<file path="src/rtl/cache_refill_arbiter_pkg.sv">
// Shared constants, owner encoding and refill state enum for the refill arbiter.
package cache_pkg;
  localparam int ADDR_WIDTH  = 32;
  localparam int LINE_WIDTH  = 512;
  localparam int OFFSET_BITS = 6;

  localparam logic OWN_IC = 1'b0;
  localparam logic OWN_DC = 1'b1;

  typedef enum logic [2:0] {
    ST_IDLE = 3'd0,
    ST_REQ  = 3'd1,
    ST_WAIT = 3'd2,
    ST_PUSH = 3'd3,
    ST_DONE = 3'd4
  } refill_state_e;

  // Clear the byte-offset bits so the address points at the start of a line.
  function automatic logic [ADDR_WIDTH-1:0] line_align(input logic [ADDR_WIDTH-1:0] a);
    return a & ~ADDR_WIDTH'((1 << OFFSET_BITS) - 1);
  endfunction
endpackage

</file>
<file path="src/rtl/cache_refill_arbiter_if.sv">
// Requester, memory and refill-FIFO handshake bundle of the refill arbiter.
interface cache_refill_if #(
  parameter int ADDR_WIDTH = 32,
  parameter int LINE_WIDTH = 512
);
  logic                  ic_req, dc_req;
  logic [ADDR_WIDTH-1:0] ic_addr, dc_addr;
  logic                  ic_ack, dc_ack;
  logic                  ic_done, dc_done;
  logic                  mem_req;
  logic [ADDR_WIDTH-1:0] mem_addr;
  logic                  mem_ready, mem_rvalid;
  logic [LINE_WIDTH-1:0] mem_rdata;
  logic                  fifo_full, fifo_wr_en, fifo_wr_owner;
  logic [LINE_WIDTH-1:0] fifo_wr_data;

  // Arbiter side.
  modport master (
    input  ic_req, dc_req, ic_addr, dc_addr, mem_ready, mem_rvalid, mem_rdata, fifo_full,
    output ic_ack, dc_ack, ic_done, dc_done, mem_req, mem_addr,
           fifo_wr_en, fifo_wr_data, fifo_wr_owner
  );

  // Caches / memory / FIFO side.
  modport slave (
    output ic_req, dc_req, ic_addr, dc_addr, mem_ready, mem_rvalid, mem_rdata, fifo_full,
    input  ic_ack, dc_ack, ic_done, dc_done, mem_req, mem_addr,
           fifo_wr_en, fifo_wr_data, fifo_wr_owner
  );
endinterface

</file>
<file path="src/rtl/cache_refill_arbiter_rr_arbiter2.sv">
// Two-way round-robin arbiter; bit 0 = icache, bit 1 = dcache.
module rr_arbiter2
  import cache_pkg::*;
(
  input  logic       clk,
  input  logic       rst_n,
  input  logic [1:0] req_i,
  input  logic       update_i,
  input  logic       owner_i,
  output logic [1:0] grant_o
);
  logic last_q;

  // Remember the last served owner; reset pretends dcache went last so icache wins first.
  always_ff @(posedge clk or negedge rst_n) begin
    if (!rst_n)        last_q <= OWN_DC;
    else if (update_i) last_q <= owner_i;
  end

  // One-hot grant; on contention the side not served last wins.
  always_comb begin
    grant_o = 2'b00;
    case (req_i)
      2'b01:   grant_o = 2'b01;
      2'b10:   grant_o = 2'b10;
      2'b11:   grant_o = (last_q == OWN_IC) ? 2'b10 : 2'b01;
      default: grant_o = 2'b00;
    endcase
  end
endmodule

</file>
<file path="src/rtl/cache_refill_arbiter.sv">
// Serialises icache/dcache line misses into single memory reads and FIFO pushes.
module cache_refill_arbiter #(
  parameter int ADDR_WIDTH = cache_pkg::ADDR_WIDTH,
  parameter int LINE_WIDTH = cache_pkg::LINE_WIDTH,
  parameter int TIMEOUT    = 255
) (
  input  logic           clk,
  input  logic           rst_n,
  cache_refill_if.master bus,
  output logic           busy,
  output logic           refill_err
);
  import cache_pkg::*;

  localparam logic [2:0] S_IDLE = ST_IDLE;
  localparam logic [2:0] S_REQ  = ST_REQ;
  localparam logic [2:0] S_WAIT = ST_WAIT;
  localparam logic [2:0] S_PUSH = ST_PUSH;
  localparam logic [2:0] S_DONE = ST_DONE;
  localparam logic [7:0] TO_LAST = 8'(TIMEOUT - 1);

  logic [2:0]            state_q, state_d;
  logic [ADDR_WIDTH-1:0] addr_q, addr_d;
  logic                  owner_q, owner_d;
  logic [LINE_WIDTH-1:0] line_q, line_d;
  logic [7:0]            wdog_q, wdog_d;
  logic                  err_q, err_d;
  logic                  ic_ack_q, ic_ack_d, dc_ack_q, dc_ack_d;
  logic [1:0]            grant;

  rr_arbiter2 u_rr (
    .clk      (clk),
    .rst_n    (rst_n),
    .req_i    ({bus.dc_req, bus.ic_req}),
    .update_i (state_q == S_DONE),
    .owner_i  (owner_q),
    .grant_o  (grant)
  );

  // Next-state logic for the refill sequence and its datapath registers.
  always_comb begin
    state_d  = state_q;
    addr_d   = addr_q;
    owner_d  = owner_q;
    line_d   = line_q;
    wdog_d   = wdog_q;
    err_d    = err_q;
    ic_ack_d = 1'b0;
    dc_ack_d = 1'b0;
    case (state_q)
      S_IDLE: if (|grant) begin
        owner_d  = grant[1] ? OWN_DC : OWN_IC;
        addr_d   = line_align(grant[1] ? bus.dc_addr : bus.ic_addr);
        ic_ack_d = grant[0];
        dc_ack_d = grant[1];
        state_d  = S_REQ;
      end
      S_REQ: if (bus.mem_ready) begin
        wdog_d  = '0;
        state_d = S_WAIT;
      end
      S_WAIT: begin
        wdog_d = wdog_q + 8'd1;
        if (bus.mem_rvalid) begin
          line_d  = bus.mem_rdata;
          state_d = S_PUSH;
        end else if (wdog_q == TO_LAST) begin
          // Memory never answered: flag it and release the requester without data.
          err_d   = 1'b1;
          state_d = S_DONE;
        end
      end
      S_PUSH:  if (!bus.fifo_full) state_d = S_DONE;
      S_DONE:  state_d = S_IDLE;
      default: state_d = S_IDLE;
    endcase
  end

  // State registers; reset abandons any refill in flight.
  always_ff @(posedge clk or negedge rst_n) begin
    if (!rst_n) begin
      state_q  <= S_IDLE;
      addr_q   <= '0;
      owner_q  <= OWN_IC;
      line_q   <= '0;
      wdog_q   <= '0;
      err_q    <= 1'b0;
      ic_ack_q <= 1'b0;
      dc_ack_q <= 1'b0;
    end else begin
      state_q  <= state_d;
      addr_q   <= addr_d;
      owner_q  <= owner_d;
      line_q   <= line_d;
      wdog_q   <= wdog_d;
      err_q    <= err_d;
      ic_ack_q <= ic_ack_d;
      dc_ack_q <= dc_ack_d;
    end
  end

  assign bus.ic_ack        = ic_ack_q;
  assign bus.dc_ack        = dc_ack_q;
  assign bus.ic_done       = (state_q == S_DONE) && (owner_q == OWN_IC);
  assign bus.dc_done       = (state_q == S_DONE) && (owner_q == OWN_DC);
  assign bus.mem_req       = (state_q == S_REQ);
  assign bus.mem_addr      = addr_q;
  assign bus.fifo_wr_en    = (state_q == S_PUSH) && !bus.fifo_full;
  assign bus.fifo_wr_data  = line_q;
  assign bus.fifo_wr_owner = owner_q;
  assign busy              = (state_q != S_IDLE);
  assign refill_err        = err_q;
endmodule

</file>
<file path="src/flat_wrapper.sv">
// flat-port wrapper written by rule: the top's interface ports become plain ports
module cache_refill_arbiter_flat import cache_pkg::*;
#(
  parameter int ADDR_WIDTH = cache_pkg::ADDR_WIDTH,
  parameter int LINE_WIDTH = cache_pkg::LINE_WIDTH,
  parameter int TIMEOUT    = 255
)
  (clk, rst_n, busy, refill_err, bus_ic_req, bus_dc_req, bus_ic_addr, bus_dc_addr, bus_mem_ready, bus_mem_rvalid, bus_mem_rdata, bus_fifo_full, bus_ic_ack, bus_dc_ack, bus_ic_done, bus_dc_done, bus_mem_req, bus_mem_addr, bus_fifo_wr_en, bus_fifo_wr_data, bus_fifo_wr_owner);
  cache_refill_if #(.ADDR_WIDTH(ADDR_WIDTH), .LINE_WIDTH(LINE_WIDTH)) bus_i ();
  input  logic clk;
  input  logic rst_n;
  output logic busy;
  output logic refill_err;
  input wire logic [$bits(bus_i.ic_req)-1:0] bus_ic_req;
  input wire logic [$bits(bus_i.dc_req)-1:0] bus_dc_req;
  input wire logic [$bits(bus_i.ic_addr)-1:0] bus_ic_addr;
  input wire logic [$bits(bus_i.dc_addr)-1:0] bus_dc_addr;
  input wire logic [$bits(bus_i.mem_ready)-1:0] bus_mem_ready;
  input wire logic [$bits(bus_i.mem_rvalid)-1:0] bus_mem_rvalid;
  input wire logic [$bits(bus_i.mem_rdata)-1:0] bus_mem_rdata;
  input wire logic [$bits(bus_i.fifo_full)-1:0] bus_fifo_full;
  output wire logic [$bits(bus_i.ic_ack)-1:0] bus_ic_ack;
  output wire logic [$bits(bus_i.dc_ack)-1:0] bus_dc_ack;
  output wire logic [$bits(bus_i.ic_done)-1:0] bus_ic_done;
  output wire logic [$bits(bus_i.dc_done)-1:0] bus_dc_done;
  output wire logic [$bits(bus_i.mem_req)-1:0] bus_mem_req;
  output wire logic [$bits(bus_i.mem_addr)-1:0] bus_mem_addr;
  output wire logic [$bits(bus_i.fifo_wr_en)-1:0] bus_fifo_wr_en;
  output wire logic [$bits(bus_i.fifo_wr_data)-1:0] bus_fifo_wr_data;
  output wire logic [$bits(bus_i.fifo_wr_owner)-1:0] bus_fifo_wr_owner;
  assign bus_i.ic_req = bus_ic_req;
  assign bus_i.dc_req = bus_dc_req;
  assign bus_i.ic_addr = bus_ic_addr;
  assign bus_i.dc_addr = bus_dc_addr;
  assign bus_i.mem_ready = bus_mem_ready;
  assign bus_i.mem_rvalid = bus_mem_rvalid;
  assign bus_i.mem_rdata = bus_mem_rdata;
  assign bus_i.fifo_full = bus_fifo_full;
  assign bus_ic_ack = bus_i.ic_ack;
  assign bus_dc_ack = bus_i.dc_ack;
  assign bus_ic_done = bus_i.ic_done;
  assign bus_dc_done = bus_i.dc_done;
  assign bus_mem_req = bus_i.mem_req;
  assign bus_mem_addr = bus_i.mem_addr;
  assign bus_fifo_wr_en = bus_i.fifo_wr_en;
  assign bus_fifo_wr_data = bus_i.fifo_wr_data;
  assign bus_fifo_wr_owner = bus_i.fifo_wr_owner;
  cache_refill_arbiter #(.ADDR_WIDTH(ADDR_WIDTH), .LINE_WIDTH(LINE_WIDTH), .TIMEOUT(TIMEOUT)) u_core (.clk(clk), .rst_n(rst_n), .bus(bus_i), .busy(busy), .refill_err(refill_err));
endmodule
</file>
<file path="config.mk">
export PLATFORM = sky130hd
export DESIGN_NAME = cache_refill_arbiter_flat
export DESIGN_NICKNAME = d
export VERILOG_FILES = /design/src/rtl/cache_refill_arbiter_pkg.sv /design/src/rtl/cache_refill_arbiter_if.sv /design/src/rtl/cache_refill_arbiter_rr_arbiter2.sv /design/src/rtl/cache_refill_arbiter.sv /design/src/flat_wrapper.sv
export SDC_FILE = /design/constraint.sdc
export NUM_CORES = 1
export LEC_CHECK = 0
export CORE_AREA = 2 2 446 448
export CTS_CLUSTER_SIZE = 8
export DETAILED_ROUTE_END_ITERATION = 6
export DIE_AREA = 0 0 448 450
export GPL_TIMING_DRIVEN = 1
export PLACE_DENSITY = 0.4
export SYNTH_ARGS = -nofsm -noshare
export SYNTH_HDL_FRONTEND = slang
export SYNTH_SLANG_ARGS = --single-unit
</file>
<file path="constraint.sdc">
create_clock -name clk -period 2.5 [get_ports clk]
set_input_delay 0.625 -clock clk [delete_from_list [all_inputs] [get_ports clk]]
set_output_delay 0.625 -clock clk [all_outputs]
set_load 0.01 [all_outputs]
</file>
==> results.py <==
metrics = {
    "power": {
        "p_sw_mw": 16.9,
        "p_clk_share_pct": 21.1,
        "seqPwrFrac_pct": 32.3,
        "max-vdd-ir-drop_mv": 0.588,
        "combPwrFrac_pct": 46.6,
        "cellPowerDensity_nw_per_um2": 1270,
        "power.leakage_nw": 16.4,
        "total_power_mw": 51.0,
        "swShare_pct": 33.0,
        "intPower_mw": 34.2,
    },
    "clock_network": {
        "clock_latency_ns": 0.71,
        "htreeDepth": 3,
        "cts.sinks": 554,
        "clock-root-buffer": "clkbuf_16",
        "clk_pin_slew_ns": 0.05,
        "cts_max_path_buffers": 3,
        "cts_made_buffers": 82,
        "tritoncts": "yes",
    },
    "synthesis": {
        "yosysTopAreaCellShare_pct": 59.7,
        "ys_warn_count": 0,
        "ys_types": 39,
        "synth_area_leaders": "dfrtp_1 60%, mux2_4 26%, buf_12 4.0%, mux2_1 3.9%, mux2_2 1.6%",
        "ys_seq_area_share_pct": 59.8,
        "synth_mux_area_share_pct": 32.5,
        "synth-edff-count": 0,
        "async_flop_share_pct": 100,
        "netlist_instances": 1293,
        "yosys.area_share.xor_xnor_pct": 0,
        "synth_compound_area_share_pct": 1.28,
        "synth-simple-area-share_pct": 1.35,
        "yosys.area.top_type": "dfrtp_1",
        "synth_area_um2": 23200,
        "synth_adder_area_share_pct": 0.108,
        "yosys_most_used_dff": "dfrtp_1",
        "synth_area_per_cell_um2": 17.9,
        "synth.most_common_cell": "dfrtp_1",
        "synthTopCellsByCount": "553 x dfrtp_1, 400 x mux2_4, 80 x mux2_1",
        "ys_seq_elements": 554,
        "synth_top_family_by_area": "multiplexers",
    },
    "cells_and_area": {
        "drive_gt1_share_pct": 25.5,
        "final_util_pct": 20.5,
        "areaGrowthSynthToFinish_pct": 73.3,
        "nNetsFinal": 3107,
    },
    "floorplan": {
        "die_h_um": 450,
        "die_w_um": 448,
        "core-area_um2": 197000,
        "die-area_um2": 202000,
        "start_util_pct": 11.8,
        "rows": 163,
        "ios": 1136,
    },
    "global_route": {
        "grt.total_usage_pct": 11.6,
        "grt_pass1_wl_mm": 158,
        "grt_overflow": 0,
        "grt_pass1_vias": 16800,
        "antenna_found_initial": 68,
        "grt_max_degree": 69,
    },
    "worst_setup_path": {
        "worstReg2RegStart": "u_core.state_q[0]",
        "cp.depth": 1,
        "crit_buf_inv": 1,
        "crit_start": "u_core.bus.fifo_wr_data[108]",
        "path_max_fanout": 2,
        "crit_chain": "clkdlybuf4s50_1",
        "crit_path_end_kind": "output pin",
        "path_class": "reg -> out",
        "crit_path_start_kind": "register",
        "crit_path_top_delay_cell": "clkdlybuf4s50_1",
        "ff2ff_path_depth": 7,
        "crit_end": "bus_fifo_wr_data[108]",
        "slowest_delay_ns": 0.60,
        "regToRegEndpoint": "u_core.bus.fifo_wr_data[410]",
        "arrival_ns": 1.77,
        "regToRegSetupSlack_ns": 0.13,
        "path_delay_family": "buffers and inverters",
        "worstPathRequired_ns": 1.88,
    },
    "sta": {
        "period_minus_slack_ns": 2.39,
        "setup_tns_ns": 0,
        "drv_slew": 0,
        "setup_slack_ns": 0.107,
        "setup_violations": 0,
        "hold_violations": 0,
        "slew_headroom_pct": 64.5,
        "rsz0062_at_grt": "no",
        "whs_ns": 0.438,
        "fin_crit_sh_pct": 95.7,
        "worst_pin_slew_ns": 0.532,
        "fmax_mhz": 418,
        "skew_ns": 0.0323,
    },
    "drt": {
        "finalWirelength_mm": 121,
        "dr_total_vias": 15900,
        "drt_iter0_drc": 540,
        "route.detailed.drc": 0,
        "viasPerCell": 3.06,
        "dr.pass1.iters": 6,
        "wl_per_cell_um": 23.2,
        "drtAntennaViolNets": 0,
    },
    "place": {
        "hpwl_mm": 98.9,
        "dp_slack_ns": -0.244,
        "gp_congestion": 0.876,
        "numPortBuffers": 1117,
    },
    "status": {
        "status": "finished, final reports clean",
    },
    "run": {
        "max_cap_viol_count": 0,
    },
    "min_path": {
        "hold_path_class": "in -> async",
    },
}
## state kept, by name, indices dropped and copies added (netlist names)
signal                    cells
u_core.bus.fifo_wr_data     512
u_core.bus.mem_addr          26
u_core.wdog_q                 8
u_core.state_q                3
u_core.bus.dc_ack             1
u_core.bus.fifo_wr_owner      1
u_core.bus.ic_ack             1
u_core.refill_err             1
u_core.u_rr.last_q            1
## layout by cell type, fill, tap and decap left out, drive strengths merged, types with 3 or more instances in the layout
master         Yosys  routed
nand3              5       5
inv                4       5
and2               3       3
clkbuf             5      96
clkinv             0       8
o21ai             11      11
nor2              35      35
nor3b              3       3
nand2              6       6
clkdlybuf4s50      0    1078
buf               70     102
dfrtp            553     553
o31ai              3       3
mux2i             27      27
dlygate4sd2        0      30
nand4              3       3
diode              0      20
a21oi             32      32
mux2             512     512
conb               1       6
## per-stage QoR
step | instance area (µm²) | cells
finish | 40200 | 5203
global route | 40200 | 5184
CTS | 40100 | 5182
detailed placement | 37800 | 5073
global placement | 37800 | 5073
floorplan | 23200 | 1298
## how the worst min path moves through the flow
stage	startpoint	endpoint	slack (ns)	cells past startpoint
global placement	u_core.refill_err	u_core.refill_err	0.46	2
detailed placement	u_core.refill_err	u_core.refill_err	0.46	2
CTS	bus_mem_rdata[14]	u_core.bus.fifo_wr_data[14]	0.40	2
floorplan	rst_n	u_core.bus.dc_ack	0.33	0
finish	rst_n	u_core.state_q[2]	0.44	2
global route	rst_n	u_core.bus.fifo_wr_data[197]	0.43	2
## layout make-up
type | count | area, µm²
multi-input cells | 665 | 8250
well taps | 2640 | 3300
repair buffers | 1215 | 12400
flip-flops and latches | 554 | 13900
clock buffers | 94 | 2130
fillers | 21300 | 156000
diodes | 20 | 50.0
clock inverters | 11 | 206
inverters | 4 | 15.0
## metal layers
layer	vias up	track usage, %	wire length, µm
met5	-	0	310
met4	48	3.18	3390
met3	208	4.32	10800
met2	665	20.2	60400
met1	7958	13.2	45700
li1	7032	-	-
## power groups by stage
stage | combinational [mW] | sequential (mW) | clock [mW]
detailed placement | 24.4 | 16.5 | 0
global placement | 24.4 | 16.5 | 0
finish | 23.8 | 16.5 | 10.7
global route | 25.0 | 17.1 | 11.6
CTS | 24.4 | 16.5 | 11.3
floorplan | 8.58 | 18.0 | 0
## cells by family after synthesis
group | Yosys count
flip-flops | 554
other | 1
AO/OA/AOI/OAI | 54
multiplexers | 539
adder cells (fa/ha/maj) | 2
AND/OR/NAND/NOR | 64
buffers and inverters | 79
## repair_timing
| action | in CTS | in global routing |
|---|---|---|
| resized for setup | 52 | 7 |
| pin swaps | 0 | 1 |
| setup endpoints to repair | 36 | 5 |
| endpoints found under the hold margin | 24 | 0 |
| gates cloned | 0 | 0 |
| setup buffers | 3 | 1 |
| hold buffers | 1 | 0 |
Note: power is estimated with default switching activity, not from simulation.
